--- src/rtl/chunked_serial_adder.sv ---
// -----------------------------------------------------------------------------
// chunked_serial_adder
//
// Multi-cycle N-bit adder/subtractor. One W-bit ripple slice is evaluated per
// clock, with the inter-slice carry kept in a register, so an operation takes
// K = N/W cycles. A start/busy/done handshake frames each operation.
//
// Parameters:
//   N : operand/sum width (must be a multiple of W, N >= W)
//   W : slice width, bits added per clock
//
// Ports:
//   clk    : rising-edge clock
//   rst_n  : asynchronous active-low reset
//   start  : request a new operation (accepted only when not busy)
//   sub    : 0 -> a + b + ci, 1 -> a - b (ci ignored)
//   a, b   : operands, sampled on the accepting edge only
//   ci     : carry-in for add
//   busy   : high while slices are being computed
//   done   : one-cycle pulse, sum/co (and ovf) valid
//   sum    : result register
//   co     : final carry-out (subtract: 1 = no borrow)
//   ovf    : signed overflow, only when OVF_FLAG_EN is defined
//
// Build option:
//   OVF_FLAG_EN : adds the ovf port and its signed-overflow register.
// -----------------------------------------------------------------------------
module chunked_serial_adder #(
  parameter int N = 16,
  parameter int W = 4
) (
  input  logic         clk,
  input  logic         rst_n,
  input  logic         start,
  input  logic         sub,
  input  logic [N-1:0] a,
  input  logic [N-1:0] b,
  input  logic         ci,
  output logic         busy,
  output logic         done,
  output logic [N-1:0] sum,
  output logic         co
`ifdef OVF_FLAG_EN
  ,
  output logic         ovf
`endif
);

  localparam int K  = N / W;
  localparam int CW = (K > 1) ? $clog2(K) : 1;
  localparam logic [CW-1:0] LAST = CW'(K - 1);

  typedef enum logic [1:0] {
    S_IDLE,
    S_RUN,
    S_DONE
  } state_e;

  state_e        state_q, state_d;
  logic [N-1:0]  a_q, a_d;
  logic [N-1:0]  b_q, b_d;
  logic [N-1:0]  sum_q, sum_d;
  logic [CW-1:0] cnt_q, cnt_d;
  logic          carry_q, carry_d;
  logic          co_q, co_d;

  logic [W-1:0]  a_slice;
  logic [W-1:0]  b_slice;
  logic [W-1:0]  s_slice;
  logic          c_slice;
  logic [W:0]    slice_res;

  // Select the slice addressed by the counter. A constant-indexed loop keeps
  // the mux free of variable part-selects.
  always_comb begin
    a_slice = '0;
    b_slice = '0;
    for (int k = 0; k < K; k++) begin
      if (cnt_q == CW'(k)) begin
        a_slice = a_q[k*W +: W];
        b_slice = b_q[k*W +: W];
      end
    end
  end

  // W+1-bit sum so the slice carry is the top bit, never lost to truncation.
  assign slice_res = {1'b0, a_slice} + {1'b0, b_slice} + {{W{1'b0}}, carry_q};
  assign s_slice   = slice_res[W-1:0];
  assign c_slice   = slice_res[W];

`ifdef OVF_FLAG_EN
  logic ovf_q, ovf_d;
  logic msb_cin;
  // Carry into bit N-1 recovered from the sum bit: s = a ^ b ^ cin.
  assign msb_cin = a_slice[W-1] ^ b_slice[W-1] ^ s_slice[W-1];
`endif

  always_comb begin
    // NOTE: every variable gets a default first, so no path through the case
    // leaves one unassigned and no latch is inferred.
    state_d = state_q;
    a_d     = a_q;
    b_d     = b_q;
    sum_d   = sum_q;
    cnt_d   = cnt_q;
    carry_d = carry_q;
    co_d    = co_q;
`ifdef OVF_FLAG_EN
    ovf_d   = ovf_q;
`endif

    unique case (state_q)
      S_IDLE, S_DONE: begin
        // DONE lasts exactly one cycle; IDLE simply stays put.
        state_d = S_IDLE;
        if (start) begin
          a_d     = a;
          // Subtract as a + ~b + 1: invert B here, inject the +1 as carry.
          b_d     = sub ? ~b : b;
          carry_d = sub ? 1'b1 : ci;
          sum_d   = '0;
          cnt_d   = '0;
`ifdef OVF_FLAG_EN
          ovf_d   = 1'b0;
`endif
          state_d = S_RUN;
        end
      end

      S_RUN: begin
        for (int k = 0; k < K; k++) begin
          if (cnt_q == CW'(k)) begin
            sum_d[k*W +: W] = s_slice;
          end
        end
        carry_d = c_slice;
        if (cnt_q == LAST) begin
          co_d    = c_slice;
`ifdef OVF_FLAG_EN
          ovf_d   = msb_cin ^ c_slice;
`endif
          cnt_d   = '0;
          state_d = S_DONE;
        end else begin
          cnt_d = cnt_q + CW'(1);
        end
      end

      default: state_d = S_IDLE;
    endcase
  end

  // NOTE: state registers use non-blocking assignments so every flop samples
  // the pre-edge value of its peers, independent of statement order.
  always_ff @(posedge clk or negedge rst_n) begin
    if (!rst_n) begin
      state_q <= S_IDLE;
      a_q     <= '0;
      b_q     <= '0;
      sum_q   <= '0;
      cnt_q   <= '0;
      carry_q <= 1'b0;
      co_q    <= 1'b0;
    end else begin
      state_q <= state_d;
      a_q     <= a_d;
      b_q     <= b_d;
      sum_q   <= sum_d;
      cnt_q   <= cnt_d;
      carry_q <= carry_d;
      co_q    <= co_d;
    end
  end

`ifdef OVF_FLAG_EN
  always_ff @(posedge clk or negedge rst_n) begin
    if (!rst_n) begin
      ovf_q <= 1'b0;
    end else begin
      ovf_q <= ovf_d;
    end
  end

  assign ovf = ovf_q;
`endif

  // Status decoded straight from the state register, so both are glitch-free
  // and clear immediately on reset.
  assign busy = (state_q == S_RUN);
  assign done = (state_q == S_DONE);
  assign sum  = sum_q;
  assign co   = co_q;

endmodule

--- config.mk ---
export PLATFORM = sky130hd
export DESIGN_NAME = chunked_serial_adder
export DESIGN_NICKNAME = d
export VERILOG_FILES = /design/src/rtl/chunked_serial_adder.sv
export SDC_FILE = /design/constraint.sdc
export NUM_CORES = 1
export LEC_CHECK = 0
export BUFFER_PORTS_ARGS = -buffer_cell sky130_fd_sc_hd__buf_2
export CAP_MARGIN = 15
export CORE_MARGIN = 1.5
export CORE_UTILIZATION = 40
export CTS_BUF_LIST = sky130_fd_sc_hd__clkbuf_8
export DETAILED_ROUTE_END_ITERATION = 16
export PLACE_DENSITY_LB_ADDON = 0.08
export SYNTH_ARGS = -nofsm -noshare
export SYNTH_HDL_FRONTEND = slang
export SYNTH_SLANG_ARGS = --single-unit
--- constraint.sdc ---
create_clock -name clk -period 3.3 [get_ports clk]
set_input_delay 0.33 -clock clk [delete_from_list [all_inputs] [get_ports clk]]
set_output_delay 0.33 -clock clk [all_outputs]
set_load 0.01 [all_outputs]
Yosys cells after proc, flatten, opt, wreduce, memory -nomap -nowiden
Index checks and enable logic that the tools add are counted.
{"block": "word_totals", "reg_bits": 54, "latchBits": 0, "mem_bits_rw": 0, "mem_bits_ro": 0, "n_memories": 0}
{"block": "classes", "n_addsub": 3, "multipliers": 0, "div_mod_pow": 0, "n_lt_le_gt_ge": 0, "eq_ne": 10, "shift": 0, "mux": 24, "bitwise": 1, "reduce_logical": 11}
{"cell": "2-to-1 mux 4 bit", "count": 12}
{"cell": "2-to-1 mux 16 bit", "count": 2}
{"cell": "one-hot mux 16 bit (2 select lines)", "count": 1}
{"cell": "NOT 16 bit", "count": 1}
{"cell": "AND reduction 3 bit", "count": 4}
{"cell": "!= test 2 x 1 -> 1 bit, second input constant", "count": 4}
{"cell": "one-hot mux 2 bit (2 select lines)", "count": 2}
{"cell": "== test 2 bit, second input constant", "count": 3}
{"cell": "2-to-1 mux 2 bit", "count": 3}
{"cell": "AND reduction 2 bit", "count": 3}
{"cell": "adder 4 x 4 -> 5 bit", "count": 1}
{"cell": "adder 5 x 1 -> 5 bit", "count": 1}
{"cell": "== test 2 x 1 -> 1 bit, second input constant", "count": 2}
{"cell": "zero test 2 bit", "count": 2}
{"cell": "2-to-1 mux 1 bit", "count": 3}
{"cell": "adder 2 x 1 -> 2 bit, second input constant", "count": 1}
{"cell": "!= test 2 bit, second input constant", "count": 1}
{"cell": "one-hot mux 1 bit (2 select lines)", "count": 1}
{"cell": "nonzero test 2 bit", "count": 1}
{"cell": "OR reduction 2 bit", "count": 1}

Depth between registers and ports, before layout
{"block": "depth", "ltp_word": 9, "ltp_mapped": 13}

Worst setup path before layout
OpenSTA, ideal clock, no wires.
{"block": "synth_timing", "kind": "register to register", "start": "reg cnt_q[0]", "end": "reg carry_q", "t_arrival_ns": 2.348, "path_slack_ns": 0.866, "path_stages_with_launch": 14, "path_buffers": 2, "path_cell_list": "dfrtp_1 > inv_1 > ha_1 > buf_2 > buf_2 > a21oi_1 > o21ai_0 > a22oi_1 > fa_1 > fa_1 > inv_1 > a21o_1 > a21oi_1 > o221ai_2"}
{"block": "synth_via", "elab_chain_cells": 8, "word_cells_on_any_way": 15, "cone_classes": "add/sub (2); eq/ne (3); mux (9); reduce/logical (1)"}
{"element": "start, declared", "line_no": "63", "text": "logic [CW-1:0] cnt_q, cnt_d;"}
{"element": "start signal, assigned", "line_no": "169", "text": "cnt_q <= cnt_d;"}
{"element": "zero test 2 bit", "line_no": "79", "text": "if (cnt_q == CW'(k)) begin"}
{"element": "2-to-1 mux 4 bit (4 in series)", "line_no": "79"}
{"element": "adder 4 x 4 -> 5 bit *", "line_no": "87", "text": "assign slice_res = {1'b0, a_slice} + {1'b0, b_slice} + {{W{1'b0}}, carry_q};"}
{"element": "adder 5 x 1 -> 5 bit *", "line_no": "87"}
{"element": "one-hot mux 1 bit (2 select lines) *", "line_no": "112", "text": "unique case (state_q)"}
{"element": "end signal, assigned", "line_no": "170", "text": "carry_q <= carry_d;"}
{"element": "end, declared", "line_no": "64", "text": "logic carry_q, carry_d;"}
Every way passes the cells marked *; elsewhere a longest branch is shown, timed or not.
A chain may end at the register's enable or synchronous reset.

Worst setup path after layout
{"block": "layout_timing", "start": "reg cnt_q[0]", "end": "reg sum_q[6], in the netlist sum[6]"}
{"block": "layout_via", "elab_chain_cells": 9, "word_cells_on_any_way": 18, "cone_classes": "add/sub (2); eq/ne (4); mux (10); reduce/logical (2)"}
{"element": "zero test 2 bit", "line_no": "79"}
{"element": "2-to-1 mux 4 bit (4 in series)", "line_no": "79"}
{"element": "adder 4 x 4 -> 5 bit", "line_no": "87"}
{"element": "adder 5 x 1 -> 5 bit", "line_no": "87"}
{"element": "2-to-1 mux 4 bit", "line_no": "132", "text": "if (cnt_q == CW'(k)) begin"}
{"element": "one-hot mux 16 bit (2 select lines)", "line_no": "112"}
{"element": "end signal, assigned", "line_no": "168", "text": "sum_q <= sum_d;"}
{"element": "end, declared", "line_no": "62", "text": "logic [N-1:0] sum_q, sum_d;"}
Several ways; a longest one is shown, not always the timed one. The select of a mux whose other input is x is not followed.

==> results.tsv <==
metric	value	unit
violations	DRC	
post_cts.repair.setup_buffers	0	
synthToLayoutAreaGrowth	13.3	%
final-setup-viol-count	0	
ant_nets	0	
finalSetupTns	0	ns
overflow	0	
route.detailed.drc	4	
ys_seq_elements	54	
synthFlopType	dfrtp_1	
p_leak	1.45	nW
ys_seq_area_share	50.5	%
numCtsBuffers	5	
start_util	41.7	%
synth_edf_count	0	
path_class	flop to flop	
dieWidth	84.8	um
max_freq	357	MHz
clock_latency	0.31	ns
cts.root.buffer_cell	clkbuf_8	
place_ws	0.526	ns
grt_pass1_vias	1799	
io_pins	56	
avgRoutedWirePerCell	14.0	um
drv_slew	0	
status	finished, violations left	
crit_fanout	17	
clkTransAtPathRegs	0.09	ns
grt_util_all_layers	15.6	%
slew_headroom	51.5	%
first_pass_iters	10	
ff2ff_setup_slack	0.50	ns
grt_antenna_before_repair	0	
rr_endpoint	sum[6]	
tightest_slew	0.727	ns
switching_share	41.0	%
drt_wl_total	5310	um
worstSetupEndpointType	flop	
synth_top_area_share	50.5	%
synthTopCellsByArea	dfrtp_1, o21ai_0, mux2_2	
via_per_inst	4.97	
cts_sinks	54	
grt_first_pass_wirelength	8800	um
pwr-share-comb	48.6	%
regToRegStartpoint	cnt_q[0]	
cp.required	3.49	ns
gp_congestion	0.755	
fin_crit_sh	84.8	%
hold_buffers	0	
drt_iter0_markers	76	
power_per_cell_area	1020	nW/um^2
fin_worst_skew	0.00684	ns
syn_inst	255	
power_frac_clock	14.6	%
worstPathArrival	2.99	ns
syn_area	2680	sq um
cts_htree_levels	2	
place.port_buffers	55	
yosys.area.top_type	dfrtp_1	
hold_viol	0	
vdd_drop_max	268	uV
grt_max_degree	68	
dp_hpwl	3800	um
core	6420	sq um
r2r_cells	9	
drv_cap	0	
ctsResizeCount	0	
yosys.cell_types.count	30	
clockBufferDepth	2	
dieArea	7190	sq um
drive_gt1_share	28.5	%
num_rows	29	
cts_tree	built	
hp-class	input pin to async pin	
yosys_warnings	0	
crit_path_start_kind	flop	
diodes	0	
synthArstFlopShare	100	%
syn_avg_cell_area	10.5	sq um
die_h	84.8	um
p_seq_share	36.8	%
num_vias	1884	
intPower	1.82	mW
fin_nets	348	
p_sw	1.26	mW
rsz0062_at_grt	no	
fin_ws	0.501	ns
fin_crit	2.80	ns
syn_nets	301	
layout make-up:
| cell class | count | area, sq um |
|---|---|---|
| multi-input cells | 173 | 1140 |
| clock buffers | 6 | 82.6 |
| fillers | 645 | 3390 |
| inverters | 12 | 45.0 |
| flip-flops and latches | 54 | 1350 |
| clock inverters | 1 | 30.0 |
| repair buffers | 56 | 283 |
| well taps | 77 | 96.3 |
power by group through the flow:
stage          sequential (mW)  combinational [mW]  clock (mW)
3_3_place_gp              1.14                1.47           0
5_1_grt                   1.17                1.70       0.490
2_1_floorplan             1.12                1.14           0
4_1_cts                   1.13                1.52       0.466
6_report                  1.13                1.50       0.451
3_5_place_dp              1.15                1.52           0
worst max-delay path by stage:
stage	startpoint	endpoint	slack (ns)	cells past startpoint
2_1_floorplan	cnt_q[0]	carry_q	0.87	13
3_3_place_gp	cnt_q[0]	sum[14]	0.64	9
3_5_place_dp	cnt_q[1]	sum[6]	0.53	9
4_1_cts	cnt_q[0]	sum[6]	0.51	9
5_1_grt	cnt_q[0]	sum[2]	0.28	9
6_report	cnt_q[0]	sum[6]	0.50	9
cell families after synthesis:
group                    share of synthesized area (%)
multiplexers                                      6.73
AO/OA/AOI/OAI                                     14.5
AND/OR/NAND/NOR                                   10.8
buffers and inverters                             6.78
flip-flops                                        50.5
adder cells (fa/ha/maj)                           4.77
XOR/XNOR                                          5.89
cells in the final DEF, fill, tap and decap left out, types with 2 or more instances in the layout:
| master | instances |
|---|---|
| nand3b_1 | 4 |
| buf_2 | 55 |
| xnor2_1 | 15 |
| o21ai_0 | 38 |
| nand2b_4 | 2 |
| xor2_1 | 3 |
| nand3_1 | 16 |
| o21ai_1 | 3 |
| dfrtp_1 | 54 |
| clkbuf_8 | 6 |
| nand2_1 | 34 |
| inv_1 | 11 |
| mux2_2 | 16 |
| nor2_1 | 3 |
| a21oi_1 | 18 |
| a21oi_2 | 2 |
| ha_1 | 7 |
| a22o_1 | 2 |
| a22oi_1 | 2 |
| fa_1 | 2 |
metal layers:
metal | GRT usage [%] | routed length (um) | vias up
met5 | 0 | 0 | -
li1 | - | - | 959
met2 | 24.4 | 2390 | 51
met3 | 3.54 | 227 | 7
met4 | 5.37 | 72 | 0
met1 | 21.6 | 2620 | 867
cells in the mapped netlist (2+ instances only):
cell type   n
a21oi_1    18
a21oi_2     2
a22o_1      2
a22oi_1     2
buf_2       4
buf_4       2
buf_6       7
clkbuf_1    2
dfrtp_1    54
fa_1        2
ha_1        7
inv_1      11
mux2_2     16
nand2_1    34
nand2b_4    2
nand3_1    16
nand3b_1    4
nor2_1      3
o21ai_0    38
o21ai_1     3
xnor2_1    15
xor2_1      3
critical path: stages (launching register included):
cell,delay [ns]
dfrtp_1,0.43
inv_1,0.10
ha_1,0.53
a21oi_1,0.07
o21ai_0,0.11
a22oi_1,0.12
fa_1,0.49
fa_1,0.43
xor2_1,0.28
o21ai_0,0.12
through the flow:
| stage | cells | instance area (sq um) | hold WS (ns) | utilization [%] | power, mW |
|---|---|---|---|---|---|
| global placement | 372 | 2920 | 0.380 | 45.5 | 2.62 |
| floorplan | 255 | 2680 | 0.0344 | - | 2.26 |
| CTS | 379 | 3030 | 0.0391 | 47.2 | 3.12 |
| finish | 379 | 3030 | 0.0229 | 47.2 | 3.08 |
| detailed placement | 372 | 2920 | 0.380 | 45.5 | 2.66 |
| global route | 379 | 3030 | 0.0721 | 47.2 | 3.36 |
registers in the layout, indices dropped and copies added, names as in the netlist:
register  cells
b_q          16
sum          16
state_q       2
carry_q       1
cnt_q         2
co            1
a_q          16
Power figures use the tool's default switching activity.
